File: config.mk
export PLATFORM = sky130hd
export DESIGN_NAME = msrv32_pc
export DESIGN_NICKNAME = d
export VERILOG_FILES = /design/src/rtl/msrv32_pkg.sv /design/src/rtl/msrv32_pc.sv
export SDC_FILE = /design/constraint.sdc
export NUM_CORES = 1
export LEC_CHECK = 0
export ABC_AREA = 1
export BUFFER_PORTS_ARGS = -buffer_cell sky130_fd_sc_hd__buf_4
export CAP_MARGIN = 10
export CORE_AREA = 2 2 96 89
export CTS_BUF_LIST = sky130_fd_sc_hd__clkbuf_16
export CTS_CLUSTER_DIAMETER = 30
export DETAILED_ROUTE_END_ITERATION = 16
export DIE_AREA = 0 0 98 91
export PLACE_DENSITY = 0.87
export SYNTH_ARGS = -nofsm -noshare
export SYNTH_HDL_FRONTEND = slang
export SYNTH_SLANG_ARGS = --single-unit
File: constraint.sdc
create_clock -name clk_in -period 1.45 [get_ports clk_in]
set_clock_uncertainty 0.05 [all_clocks]
set_input_delay 0.145 -clock clk_in [delete_from_list [all_inputs] [get_ports clk_in]]
set_output_delay 0.145 -clock clk_in [all_outputs]
set_load 0.1 [all_outputs]
File: src/rtl/msrv32_pkg.sv
// Shared constants for the MSRV32 core.
// PC source encodings, XLEN and the default boot vector.
package msrv32_pkg;

  localparam int XLEN = 32;

  localparam logic [1:0] PC_BOOT = 2'b00;
  localparam logic [1:0] PC_EPC  = 2'b01;
  localparam logic [1:0] PC_TRAP = 2'b10;
  localparam logic [1:0] PC_NEXT = 2'b11;

  localparam logic [XLEN-1:0] BOOT_ADDR_DEFAULT = 32'h0000_0000;

endpackage

File: src/rtl/msrv32_pc.sv
// MSRV32 program-counter select stage.
// Picks the next PC and registers the AHB instruction fetch address.
module msrv32_pc
  import msrv32_pkg::*;
#(
  parameter logic [31:0] BOOT_ADDRESS = BOOT_ADDR_DEFAULT
) (
  input  logic        clk_in,
  input  logic        rst_in,
  input  logic        branch_taken_in,
  input  logic        ahb_ready_in,
  input  logic [1:0]  pc_src_in,
  input  logic [31:0] pc_in,
  input  logic [31:0] epc_in,
  input  logic [31:0] trap_address_in,
  input  logic [31:1] iaddr_in,
  output logic [31:0] pc_plus_4_out,
  output logic [31:0] pc_mux_out,
  output logic        misaligned_instr_logic_out,
  output logic [31:0] i_addr_out
);

  logic [31:0] next_pc;

  assign pc_plus_4_out = pc_in + 32'd4;

  assign next_pc = branch_taken_in ? {iaddr_in, 1'b0}
                                   : pc_plus_4_out;

  // Flag reflects the branch target even when a trap overrides it
  assign misaligned_instr_logic_out =
    branch_taken_in & next_pc[1];

  always_comb begin
    pc_mux_out = next_pc;
    unique case (pc_src_in)
      PC_BOOT: pc_mux_out = BOOT_ADDRESS;
      PC_EPC:  pc_mux_out = epc_in;
      PC_TRAP: pc_mux_out = trap_address_in;
      PC_NEXT: pc_mux_out = next_pc;
    endcase
  end

  always_ff @(posedge clk_in) begin
    if (!rst_in)
      i_addr_out <= BOOT_ADDRESS;
    else if (ahb_ready_in)
      i_addr_out <= pc_mux_out;
    else
      i_addr_out <= pc_in;
  end

endmodule

==> metrics.yaml, run 1 <==
yosys:
  yosysSeqAreaShare: 0.196
  postSynthAreaPerCell_um2: 5.40
  syn-num-nets: 739
  netlist_area_um2: 3260
  synthAdderAreaFrac: 0.00767
  yosys.area_share.simple: 0.434
  yosysWarnings: 0
  synth_compound_area_frac: 0.161
  synth.area.mux_share: 0
  async_flop_share: 0
  synth_edf_count: 0
  synth_top_family_by_area: "simple AND/OR/NAND/NOR gates"
  synthFlopType: "dfxtp_1"
  synthCells: 604
  ys_ff_latch: 32
  synthXorXnorAreaFrac: 0.0345
  ys_types: 31
die:
  chipWidth_um: 98
  initial_core_util: 0.414
  ios: 230
  rows: 31
  die_height_um: 91
clocking:
  cts_setup_buffers: 26
  cts_max_level: 2
  cts_resized: 294
  cts_buffers: 5
  clock_sinks: 32
  clock-root-buffer: "clkbuf_16"
  cts.path.max_buffers: 2
  cts_hold_buf: 0
run_status:
  status: "did not finish"
  stop_stage: "4_1_cts"
  firstError: "[ERROR DPL-0038] Utilization greater than 100%, impossible to legalize"
placement:
  pre_cts_ws_ns: -0.380
  gp_congestion: 0.964
  place_hpwl_mm: 12.9
  port_buffers: 229
  place_inst: 1009
metrics by stage:
step	TNS (ns)	cell area [µm²]	utilization
2_1_floorplan	-15.75	4060	-
3_3_place_gp	-13.43	6610	0.840
3_5_place_dp	-16.35	6610	0.840
kinds of logic after synthesis:
| group | after synthesis |
|---|---|
| buffers and inverters | 131 |
| and+or+nand+nor | 344 |
| AOI/OAI and AO/OA | 83 |
| xor gates and xnor gates | 12 |
| DFF | 32 |
| adders and majority gates | 2 |
synth_stat cells (6+ instances only):
cell	number	area (µm²)
o21ai_1	7	35.0
nand3_1	50	250
nor2_1	105	394
o211ai_1	6	45.0
a21oi_1	25	125
a22o_1	22	193
clkbuf_1	15	56.3
o21ai_0	20	100
dfxtp_1	32	641
nand2_1	172	646
inv_1	102	383
xor2_1	11	96.3
==> inputs of run 2 (changes only) <==
--- a/config.mk
+++ b/config.mk
@@ -8,12 +8,10 @@
 export ABC_AREA = 1
 export BUFFER_PORTS_ARGS = -buffer_cell sky130_fd_sc_hd__buf_4
 export CAP_MARGIN = 10
-export CORE_AREA = 2 2 96 89
-export CTS_BUF_LIST = sky130_fd_sc_hd__clkbuf_16
-export CTS_CLUSTER_DIAMETER = 30
+export CORE_AREA = 2 2 97 99
 export DETAILED_ROUTE_END_ITERATION = 16
-export DIE_AREA = 0 0 98 91
-export PLACE_DENSITY = 0.87
+export DIE_AREA = 0 0 99 101
+export PLACE_DENSITY_LB_ADDON = 0.15
 export SYNTH_ARGS = -nofsm -noshare
 export SYNTH_HDL_FRONTEND = slang
 export SYNTH_SLANG_ARGS = --single-unit
==> metrics.yaml, run 2 <==
yosys:
  synthCells: 604  # unchanged
  postSynthAreaPerCell_um2: 5.40  # unchanged
  yosysSeqAreaShare: 0.196  # unchanged
  async_flop_share: 0  # unchanged
  synth_top_family_by_area: "simple AND/OR/NAND/NOR gates"  # unchanged
  synth_common_cells: "172 x nand2_1, 105 x nor2_1, 102 x inv_1, 50 x nand3_1, 32 x dfxtp_1"  # unchanged
  ys_ff_latch: 32  # unchanged
  synthXorXnorAreaFrac: 0.0345  # unchanged
  syn-num-nets: 739  # unchanged
  synthFlopType: "dfxtp_1"  # unchanged
  synth_area_leaders: "nand2_1 20%, dfxtp_1 20%, nor2_1 12%, inv_1 12%, nand3_1 7.7%"  # unchanged
  netlist_area_um2: 3260  # unchanged
  ys_types: 31  # unchanged
  synthAdderAreaFrac: 0.00767  # unchanged
  yosysWarnings: 0  # unchanged
  synth_compound_area_frac: 0.161  # unchanged
  synth_top_cell_area_share: 0.198  # unchanged
  synth.most_common_cell: "nand2_1"  # unchanged
  synth_top_cell_by_area: "nand2_1"  # unchanged
  synth_edf_count: 0  # unchanged
  yosys.area_share.simple: 0.434  # unchanged
  synth.area.mux_share: 0  # unchanged
routing:
  dr.pass1.iters: 8
  wl_per_cell_um: 25.3
  drt_iter0_drc: 783
  wirelength_mm: 26.9
  vias_per_cell: 6.18
  drcViolationCount: 0
  antenna_left: 0
  dr_total_vias: 6561
hold_path:
  hp-class: "input port to flop"
die:
  rows: 35  # was 31
  chipWidth_um: 99  # was 98 µm
  ios: 230  # unchanged
  dieArea_um2: 10000
  die_height_um: 101  # was 91 µm
  core_area_um2: 8980
  initial_core_util: 0.363  # was 0.414
critical_path:
  slowest_delay_ns: 0.27
  crit_family: "simple AND/OR/NAND/NOR gates"
  worstSetupPathType: "input port to output port"
  cp_cell_sequence: "buf_4, nand2_1, nor2_1, nand2_1, nor2_2, nand2_1, nand2_2, nand2_2, nand2_1, nand2_2, nand2_4, buf_12"
  crit_top_cell: "nand2_1"
  worst_ep_arrival_time_ns: 1.65
  worstPathMaxFanout: 4
  critPathLaunchType: "input port"
  critPathCaptureType: "output port"
  cp_num_buf_inv: 2
  crit_slowest_cell: "nor2_1"
  critPathRequiredTime_ns: 1.25
placement:
  placed_area_um2: 6690  # was 6610 µm²
  pre_cts_ws_ns: -0.373  # was -0.380 ns
  place_hpwl_mm: 11.7  # was 12.9 mm
  gp_congestion: 0.924  # was 0.964
  port_buffers: 229  # unchanged
sta:
  finalMaxSlewViolations: 0
  hold_violations: 0
  fin_crit_ns: 1.84
  finalSetupViolCount: 61
  fin_crit_sh: 1.27
  worst_pin_slew_ns: 0.454
  setup_ws_ns: -0.392
  rsz0062_at_grt: "true"
  max_slew_margin: 0.697
  clock.fmax_mhz: 543
  whs_ns: 0.199
power_and_ir_drop:
  intPower_mw: 2.73
  p_clk_frac: 0.141
  fin_total_pwr_mw: 5.95
  p_switching_mw: 3.22
  powerDensity_nw_per_um2: 691
  comb_power_share: 0.696
  leakage_nw: 4.25
  worst_ir_drop_vdd_mv: 0.547
  switching_share: 0.541
  seqPwrFrac: 0.163
run_status:
  violations: "negative setup slack"
  status: "finished with violations"  # was did not finish
global_route:
  grt.total_usage: 0.366
  grt_pass1_vias: 5806
  grt_pass1_wl_mm: 29.2
  overflow: 0
  grt_max_degree: 36
  antenna_found_initial: 0
finish:
  final_nets: 1085
  layout-drive-gt1-share: 0.633
  post-route-util: 0.959
  reg_top3: "i_addr_out (32)"
  largest_reg_flops: 32
  fin_area_um2: 8610
  final_common_cell: "buf_4"
  antenna_cells: 0
  final_cell_mix: "241 x buf_4, 85 x inv_1, 72 x nor2_1, 66 x nand2_1, 62 x buf_12"
  top_register: "i_addr_out"
  area_growth_pct: 164
clocking:
  clock-root-buffer: "clkbuf_8"  # was clkbuf_16
  clock_sinks: 32  # unchanged
  path_clk_slew_ns: 0.08
  cts.path.max_buffers: 2  # unchanged
  cts_buffers: 5  # unchanged
  tritoncts: "done"
  cts_max_level: 2  # unchanged
job:
  cap_violations: 0
run 2: cell counts after synthesis:
No cell type changed its count.
run 2: timing repair:
| action | CTS | global route |
|---|---|---|
| cloned | 0 | 1 |
| buffers inserted | 11 | 20 |
| pin swaps | 93 | 100 |
| setup endpoints to repair | 56 | 58 |
| gates resized for setup | 290 | 125 |
| hold buffers | 0 | 0 |
run 2: final timing paths:
path               startpoint        endpoint  slack (ns)  depth (start not counted)
hold / removal    iaddr_in[2]   i_addr_out[2]        0.20                          5
setup / recovery    pc_in[27]  pc_mux_out[31]       -0.39                         12
run 2: cells by family (layout without fill, tap and decap cells):
kind of cell,after synthesis,after routing
adder cells (fa/ha/maj),2,2
XOR/XNOR,12,12
flip-flops,32,32
AO/OA/AOI/OAI,83,83
AND/OR/NAND/NOR,344,344
buffers and inverters,131,478
run 2: metal layers:
metal	share of wire	wire, µm	track usage	vias up
met5	0	0	0	-
met4	0.10	2810	0.177	0
met3	0.12	3290	0.0846	294
met2	0.47	12600	0.675	729
met1	0.31	8240	0.393	2988
li1	-	-	-	2550
run 2: worst min-delay path, stage by stage:
cell,delay (ns)
buf_4,0.08
o21ai_1,0.08
nand3_4,0.10
o21ai_1,0.06
inv_1,0.06
run 2: power by group through the flow:
stage / Clock (mW) / Sequential, mW / Combinational [mW]
floorplan: 0 / 1.48 / 1.77
global placement: 0 / 0.984 / 3.23
detailed placement: 0 / 0.985 / 3.26
CTS: 0.789 / 0.965 / 3.73
global route: 0.872 / 0.976 / 4.22
finish: 0.837 / 0.972 / 4.14
run 2: layout make-up:
| class | count | area (µm²) |
|---|---|---|
| multi-input combinational | 441 | 3520 |
| clock buffer | 6 | 82.6 |
| tap | 111 | 139 |
| fill | 189 | 364 |
| timing repair buffer | 365 | 3780 |
| inverter | 105 | 435 |
| sequential | 32 | 641 |
| clock inverter | 2 | 10.0 |
run 2: stage by stage:
| step | instances | setup TNS [ns] |
|---|---|---|
| 2_1_floorplan | 604 | -15.75 |
| 3_3_place_gp | 1029 | -13.78 |
| 3_5_place_dp | 1029 | -16.80 |
| 4_1_cts | 1048 | -4.24 |
| 5_1_grt | 1062 | -13.51 |
| 6_report | 1062 | -10.94 |
No activity file was read; power rests on OpenSTA's default activity.
